`src/rtl/device_id_reader.sv`:
```
// Serial device-ID reader for a DNA_PORT-style primitive.
//
// Drives the primitive's slow clock, parallel-load and shift pins, shifts DATA_WIDTH bits in
// MSB-first and presents them left-aligned on id_data. One acquisition runs automatically after
// reset; further ones are requested with start. Optional build macro ID_READER_VERIFY_EN runs two
// passes per acquisition and reports whether they agree on id_match.
//
// Ports:
//   aclk      in   clock
//   aresetn   in   synchronous active-low reset
//   start     in   single-cycle re-read request (ignored while busy)
//   busy      out  acquisition in progress
//   valid     out  id_data holds a completed read
//   id_data   out  {id bits, (OUT_WIDTH-DATA_WIDTH) zeros}
//   id_match  out  pass comparison result (equals valid in the single-pass build)
//   dna_clk   out  primitive clock
//   dna_read  out  primitive parallel-load strobe
//   dna_shift out  primitive shift enable
//   dna_dout  in   primitive serial data out
module device_id_reader #(
   parameter int unsigned DATA_WIDTH   = 57,
   parameter int unsigned OUT_WIDTH    = 64,
   parameter int unsigned CLK_DIV_LOG2 = 5
) (
   input  logic                 aclk,
   input  logic                 aresetn,
   input  logic                 start,
   output logic                 busy,
   output logic                 valid,
   output logic [OUT_WIDTH-1:0] id_data,
   output logic                 id_match,
   output logic                 dna_clk,
   output logic                 dna_read,
   output logic                 dna_shift,
   input  logic                 dna_dout
);

   localparam int unsigned CntW = CLK_DIV_LOG2 + 1;
   localparam int unsigned BitW = $clog2(DATA_WIDTH + 1);
   localparam int unsigned PadW = OUT_WIDTH - DATA_WIDTH;

   typedef enum logic [1:0] {StIdle, StLoad, StShift, StDone} state_e;

   state_e                state_q, state_d;
   logic [CntW-1:0]       cnt_q, cnt_d;
   logic [BitW-1:0]       bit_q, bit_d;
   logic [DATA_WIDTH-1:0] shift_q, shift_d;
   logic [OUT_WIDTH-1:0]  id_q, id_d;
   logic                  busy_q, busy_d;
   logic                  valid_q, valid_d;
   logic                  read_q, read_d;
   logic                  shen_q, shen_d;
   logic                  pend_q, pend_d;

   logic [DATA_WIDTH-1:0] shift_nxt;
   logic [OUT_WIDTH-1:0]  id_nxt;
   logic                  sample;
   logic                  last_bit;

`ifdef ID_READER_VERIFY_EN
   logic                  pass_q, pass_d;
   logic [DATA_WIDTH-1:0] cmp_q, cmp_d;
   logic                  match_q, match_d;
`endif

   always_comb begin
      state_d   = state_q;
      cnt_d     = cnt_q;
      bit_d     = bit_q;
      shift_d   = shift_q;
      id_d      = id_q;
      busy_d    = busy_q;
      valid_d   = valid_q;
      read_d    = read_q;
      shen_d    = shen_q;
      pend_d    = pend_q;
`ifdef ID_READER_VERIFY_EN
      pass_d    = pass_q;
      cmp_d     = cmp_q;
      match_d   = match_q;
`endif
      shift_nxt = {shift_q[DATA_WIDTH-2:0], dna_dout};
      id_nxt    = OUT_WIDTH'(shift_nxt) << PadW;
      // Sample point is the last cycle of each slow period, just before dna_clk falls.
      sample    = (cnt_q == {CntW{1'b1}});
      last_bit  = (bit_q == BitW'(DATA_WIDTH - 1));

      unique case (state_q)
         StIdle, StDone: begin
            cnt_d = '0;
            if (start || pend_q) begin
               state_d = StLoad;
               pend_d  = 1'b0;
               valid_d = 1'b0;
               busy_d  = 1'b1;
               read_d  = 1'b1;
               bit_d   = '0;
`ifdef ID_READER_VERIFY_EN
               pass_d  = 1'b0;
               match_d = 1'b0;
`endif
            end
         end
         StLoad, StShift: begin
            cnt_d = cnt_q + CntW'(1);
            if (sample) begin
               shift_d = shift_nxt;
               bit_d   = bit_q + BitW'(1);
               if (state_q == StLoad) begin
                  state_d = StShift;
                  read_d  = 1'b0;
                  shen_d  = 1'b1;
               end
               if (last_bit) begin
`ifdef ID_READER_VERIFY_EN
                  if (!pass_q) begin
                     // First pass done: keep it and restart the load immediately.
                     cmp_d   = shift_nxt;
                     pass_d  = 1'b1;
                     bit_d   = '0;
                     state_d = StLoad;
                     read_d  = 1'b1;
                     shen_d  = 1'b0;
                  end else begin
                     match_d = (cmp_q == shift_nxt);
                     pass_d  = 1'b0;
                     state_d = StDone;
                     shen_d  = 1'b0;
                     busy_d  = 1'b0;
                     valid_d = 1'b1;
                     id_d    = id_nxt;
                  end
`else
                  state_d = StDone;
                  shen_d  = 1'b0;
                  busy_d  = 1'b0;
                  valid_d = 1'b1;
                  id_d    = id_nxt;
`endif
               end
            end
         end
         default: state_d = StIdle;
      endcase
   end

   always_ff @(posedge aclk) begin
      if (!aresetn) begin
         state_q <= StIdle;
         cnt_q   <= '0;
         bit_q   <= '0;
         shift_q <= '0;
         id_q    <= '0;
         busy_q  <= 1'b0;
         valid_q <= 1'b0;
         read_q  <= 1'b0;
         shen_q  <= 1'b0;
         pend_q  <= 1'b1;
`ifdef ID_READER_VERIFY_EN
         pass_q  <= 1'b0;
         cmp_q   <= '0;
         match_q <= 1'b0;
`endif
      end else begin
         state_q <= state_d;
         cnt_q   <= cnt_d;
         bit_q   <= bit_d;
         shift_q <= shift_d;
         id_q    <= id_d;
         busy_q  <= busy_d;
         valid_q <= valid_d;
         read_q  <= read_d;
         shen_q  <= shen_d;
         pend_q  <= pend_d;
`ifdef ID_READER_VERIFY_EN
         pass_q  <= pass_d;
         cmp_q   <= cmp_d;
         match_q <= match_d;
`endif
      end
   end

   assign busy      = busy_q;
   assign valid     = valid_q;
   assign id_data   = id_q;
   assign dna_read  = read_q;
   assign dna_shift = shen_q;
   // Slow clock is the divider MSB straight from a flop, so it cannot glitch.
   assign dna_clk   = cnt_q[CntW-1];
`ifdef ID_READER_VERIFY_EN
   assign id_match  = match_q;
`else
   assign id_match  = valid_q;
`endif

endmodule

```
`config.mk`:
```
export PLATFORM = sky130hd
export DESIGN_NAME = device_id_reader
export DESIGN_NICKNAME = d
export VERILOG_FILES = /design/src/rtl/device_id_reader.sv
export SDC_FILE = /design/constraint.sdc
export NUM_CORES = 1
export LEC_CHECK = 0
export ABC_AREA = 1
export BUFFER_PORTS_ARGS = -buffer_cell sky130_fd_sc_hd__clkbuf_2
export CAP_MARGIN = 20
export CORE_MARGIN = 2
export CORE_UTILIZATION = 50
export CTS_CLUSTER_DIAMETER = 60
export DETAILED_ROUTE_END_ITERATION = 16
export PLACE_DENSITY_LB_ADDON = 0.2
export SLEW_MARGIN = 20
export SYNTH_ARGS = -nofsm -noshare
export SYNTH_HDL_FRONTEND = slang
export SYNTH_SLANG_ARGS = --single-unit
```
`constraint.sdc`:
```
create_clock -name aclk -period 1.5 [get_ports aclk]
set_input_delay 0.075 -clock aclk [delete_from_list [all_inputs] [get_ports aclk]]
set_output_delay 0.075 -clock aclk [all_outputs]
set_load 0.1 [all_outputs]
```
; ---- Word-level counts from Yosys, hierarchy flattened
; Index checks and enable logic that the tools add are counted.
; W data, S select, Z words.
[word_totals]
elab_cells = 57
register_bits = 132
output_inout_bits = 70
[classes]
n_reduce_logical = 13
eq_ne = 10
muxes = 22
n_addsub = 2
[op_table]
columns = cell, count
row1 = $pmux W6 S2, 2
row2 = $reduce_and A3 Y1, 5
row3 = $add A6 B1 Y6 const B, 2
row4 = $eq A6 B6 Y1 const B, 2
row5 = $mux W6, 2
row6 = $mux W1, 10
row7 = $mux W2, 4
row8 = $ne A2 B2 Y1 const B, 4
row9 = $pmux W1 S2, 3
row10 = $reduce_and A2 Y1, 3
row11 = $eq A2 B2 Y1 const B, 2
row12 = $pmux W2 S2, 1
row13 = $reduce_or A2 Y1, 2
row14 = $ne A3 B3 Y1 const B, 1
row15 = $eq A2 B1 Y1 const B, 1
row16 = $logic_not A2 Y1, 1
row17 = $reduce_bool A2 Y1, 1
row18 = $logic_or A1 B1 Y1, 1

; ---- Logic depth before layout (Yosys ltp)
[depth]
depth_word = 5
depth_mapped = 11

; ---- Least setup slack after synthesis
; No wires, ideal clock.
[synth_path]
path_kind = flip-flop to flip-flop
from = register cnt_q[5]
to = register id_q[31], in the netlist id_data[31]
synth_period_minus_slack_ns = 2.131
setup_slack_ns = -0.631
arrival_time_ns = 2.009
t_required_ns = 1.379
setup_ns = 0.121
stages_incl_launch_ff = 10
n_path_buf = 2
cell_sequence = dfxtp_1 -> nand2_1 -> nor2_4 -> nand2_4 -> nor2_8 -> inv_2 -> buf_6 -> buf_6 -> nand3_1 -> o21ai_1
[synth_via]
elab_chain_cells = 2
[synth_rtl]
columns = element, line
row1 = "start, declared", 45  ; logic [CntW-1:0] cnt_q, cnt_d;
row2 = "start signal, assigned", 166  ; cnt_q <= cnt_d;
row3 = $eq A6 B6 Y1, 85  ; sample = (cnt_q == {CntW{1'b1}});
row4 = $reduce_and A3 Y1 (no source line), n/a
row5 = "end signal, assigned", 169  ; id_q <= id_d;
row6 = "end, declared", 48  ; logic [OUT_WIDTH-1:0] id_q, id_d;
; Every way passes these cells.
; A chain may end at the register's enable or synchronous reset.

; ---- Final worst setup path
[layout_path]
from = register cnt_q[1]
to = register id_q[31], in the netlist id_data[31]
; Same word-level chain as after synthesis.

==> impl_metrics.csv <==
group,metric,value,unit
finish,drive_gt1_share,25.5,%
global_routing,grt_pass1_wl,16.3,mm
placement,place_congestion,0.808,
floorplanning,core,0.00933,mm2
detailed_routing,vias_per_cell,5.05,
clock_network,clkTransAtPathRegs,0.06,ns
global_routing,grt.busiest_layer,"met2",
floorplanning,die-area,0.0105,mm2
worst_setup_path,ff2ff_path_depth,9,
worst_setup_path,cp-startpoint,"cnt_q[1]",
outcome,status,"finished with violations",
synth,synthTopCellsByArea,"dfxtp_1, a21oi_1, o21ai_0",
synth,yosys.area.top_type_share,54.5,%
floorplanning,die_h,102,um
finish,antenna_cells,0,
global_routing,grt_overflow_total,0,
detailed_routing,route.detailed.drc,0,
synth,seq_area_frac_synth,54.5,%
clock_network,cts-root-buf,"clkbuf_8",
sta,finalSetupTns,-0.917,ns
synth,syn_inst,577,
detailed_routing,drt_iter0_markers,209,
clock_network,htree_levels,4,
detailed_routing,first_pass_iters,4,
detailed_routing,drtAntennaViolNets,0,
global_routing,grt_max_degree,53,
worst_setup_path,critical_path_required,1.90,ns
outcome,violations,"negative setup slack",
pwr,p_per_area,1250,mW/mm2
worst_setup_path,rr_startpoint,"cnt_q[1]",
global_routing,antenna_found_initial,0,
detailed_routing,wl,10.6,mm
job,maxCapViolCount,0,
sta,min_period,1.54,ns
worst_setup_path,cp-end-kind,"flop",
pwr,p_leak,2.42,nW
synth,ys_seq_elements,132,
floorplanning,initial_core_util,52.0,%
sta,hold_viol,0,
clock_network,clock_latency,0.51,ns
sta,period_share,103,%
worst_setup_path,startpoint_type,"flop",
finish,utilization,65.9,%
placement,place_hpwl,6.38,mm
pwr,ir_drop,0.738,mV
global_routing,met2_usage,31.0,%
global_routing,globalRouteMet3Util,4.92,%
worst_setup_path,worstPathArrival,1.94,ns
hold_path,hp-class,"in -> reg",
sta,rsz0062_at_grt,"yes",
finish,num-nets-final,662,
floorplanning,io_pins,74,
hold_path,hold_depth,4,
synth,syn_area,0.00485,mm2
detailed_routing,wl_per_cell,13.4,um
sta,relSlewSlack,54.7,%
global_routing,grt.total_usage,19.6,%
clock_network,cts_buffers,17,
clock_network,cts_buffer_depth,2,
floorplanning,die_x,102,um
clock_network,cts_sinks,132,
clock_network,cts_tree,"yes",
detailed_routing,num_vias,4016,
floorplanning,num_rows,35,
sta,final.setup_skew,0.00781,ns
finish,syn_to_final_growth,26.7,%
synth,yosysTopAreaCell,"dfxtp_1",
synth,yosys_warnings,0,
synth,syn_area_per_cell,8.40,um2
sta,tightestPinTransition,0.679,ns
worst_setup_path,cp_max_fo,14,
worst_setup_path,r2r_end,"id_data[31]",
worst_setup_path,worstSetupEndpoint,"id_data[31]",
sta,setup_viol,48,
sta,setup_slack,-0.0428,ns
global_routing,grt_pass1_vias,3580,
global_routing,use_met1,25.9,%
sta,max_freq,0.648,GHz
finish,fillers,791,
finish,multi_input_area,0.00186,mm2
placement,io_buffers,66,
worst_setup_path,path_class,"reg -> reg",
sta,final_max_slew_viol_count,0,
worst_setup_path,r2r_slack,-0.04,ns
finish,regArea,0.00265,mm2
synth,ys_types,28,
==> placed cells by master (no fill, tap or decap), drive strengths merged <==
| cell | count |
|---|---|
| xnor2 | 1 |
| nand3 | 52 |
| nor2 | 32 |
| clkbuf | 85 |
| xor2 | 1 |
| nor3 | 1 |
| clkinv | 4 |
| nor3b | 1 |
| dfxtp | 132 |
| a21oi | 72 |
| nand4 | 3 |
| o21ai | 98 |
| o31ai | 1 |
| clkinvlp | 7 |
| a211oi | 1 |
| inv | 67 |
| ha | 5 |
| conb | 7 |
| dlygate4sd3 | 2 |
| bufinv | 1 |
| nand2 | 68 |
| buf | 25 |
==> how the worst min path moves through the flow <==
| stage | startpoint | to |
|---|---|---|
| after global placement | dna_dout | id_data[7] |
| after global routing | start | bit_q[0] |
| after floorplan | dna_dout | id_data[7] |
| final | start | bit_q[0] |
| after detailed placement | dna_dout | id_data[7] |
| after CTS | aresetn | bit_q[0] |
==> through the flow <==
stage,power (mW),worst slack (ns),instance area [um2],hold slack (ns),std cells
after floorplan,3.90,-0.000323,4910,0.210,583
after global placement,3.97,-0.0261,5350,0.327,756
after detailed placement,3.98,-0.103,5350,0.342,756
after CTS,7.73,-0.0269,5920,-0.0804,790
after global routing,7.95,-0.121,6140,0.0382,795
final,7.71,-0.0428,6140,0.0305,795
==> timing repair <==
item | in CTS | in global routing
setup buffers | 1 | 0
endpoints found under the setup margin | 82 | 120
hold buffers | 1 | 1
resized for setup | 6 | 46
gates cloned | 0 | 4
pin swaps | 2 | 5
hold endpoints to repair | 7 | 5
==> per-layer routing <==
| metal | share of wire, % | vias to the layer above |
|---|---|---|
| met5 | 0 | - |
| met2 | 48 | 83 |
| met4 | 1.4 | 0 |
| met1 | 47 | 1868 |
| li1 | - | 2048 |
| met3 | 4.3 | 17 |
==> report_power, final <==
part	switching [mW]	total, mW	internal (mW)
Sequential	0.0116	3.53	3.52
Clock	1.58	3.78	2.20
Combinational	0.286	0.393	0.108
==> synth_stat cells <==
cell      count
nor3_1        1
nor2_4        2
inv_1        62
o21ai_0      59
dfxtp_1     132
nand2_4       1
conb_1        1
nand2_2       3
nor2_1       29
buf_2        13
a21oi_1      72
nand2_1      64
ha_1          5
nand3_2       7
o31ai_1       1
inv_2         2
clkbuf_1     12
buf_4         9
a211oi_1      1
nand3_1      45
nand4_1       3
o21ai_1      39
buf_1         3
xor2_1        1
nor2_8        1
xnor2_1       1
buf_6         7
nor3b_1       1
==> sequential cells by signal, summed over array words and instances (netlist names) <==
name and count:
id_match 1, cnt_q 6, state_q 2, pend_q 1, dna_shift 1, dna_read 1
bit_q 6, shift_q 56, id_data 57, busy 1
==> worst max-delay path, stage by stage (launching register included) <==
cell and delay, ns:
dfxtp_4 0.36, ha_4 0.15, nand3_4 0.09, nor2_4 0.16
nand2_4 0.11, nor2_8 0.16, inv_6 0.07, clkbuf_16 0.18
nand3_1 0.08, o21ai_1 0.06
==> cell families after synthesis <==
family | Yosys count | synth area share (%)
xor gates and xnor gates | 2 | 0.361
DFF | 132 | 54.5
AOI/OAI and AO/OA | 172 | 17.9
other | 1 | 0.0773
and+or+nand+nor | 157 | 15.4
buffers and inverters | 108 | 10.5
adders and majority gates | 5 | 1.29
==> area by class of cell <==
type	instances	share of cell area [%]
Sequential cell	132	43.2
Multi-Input combinational cell	343	30.2
Timing Repair Buffer	95	11.0
Clock buffer	17	6.74
Inverter	64	4.03
Tap cell	129	2.63
Clock inverter	15	2.16
Note: power is estimated with default switching activity, not from simulation.
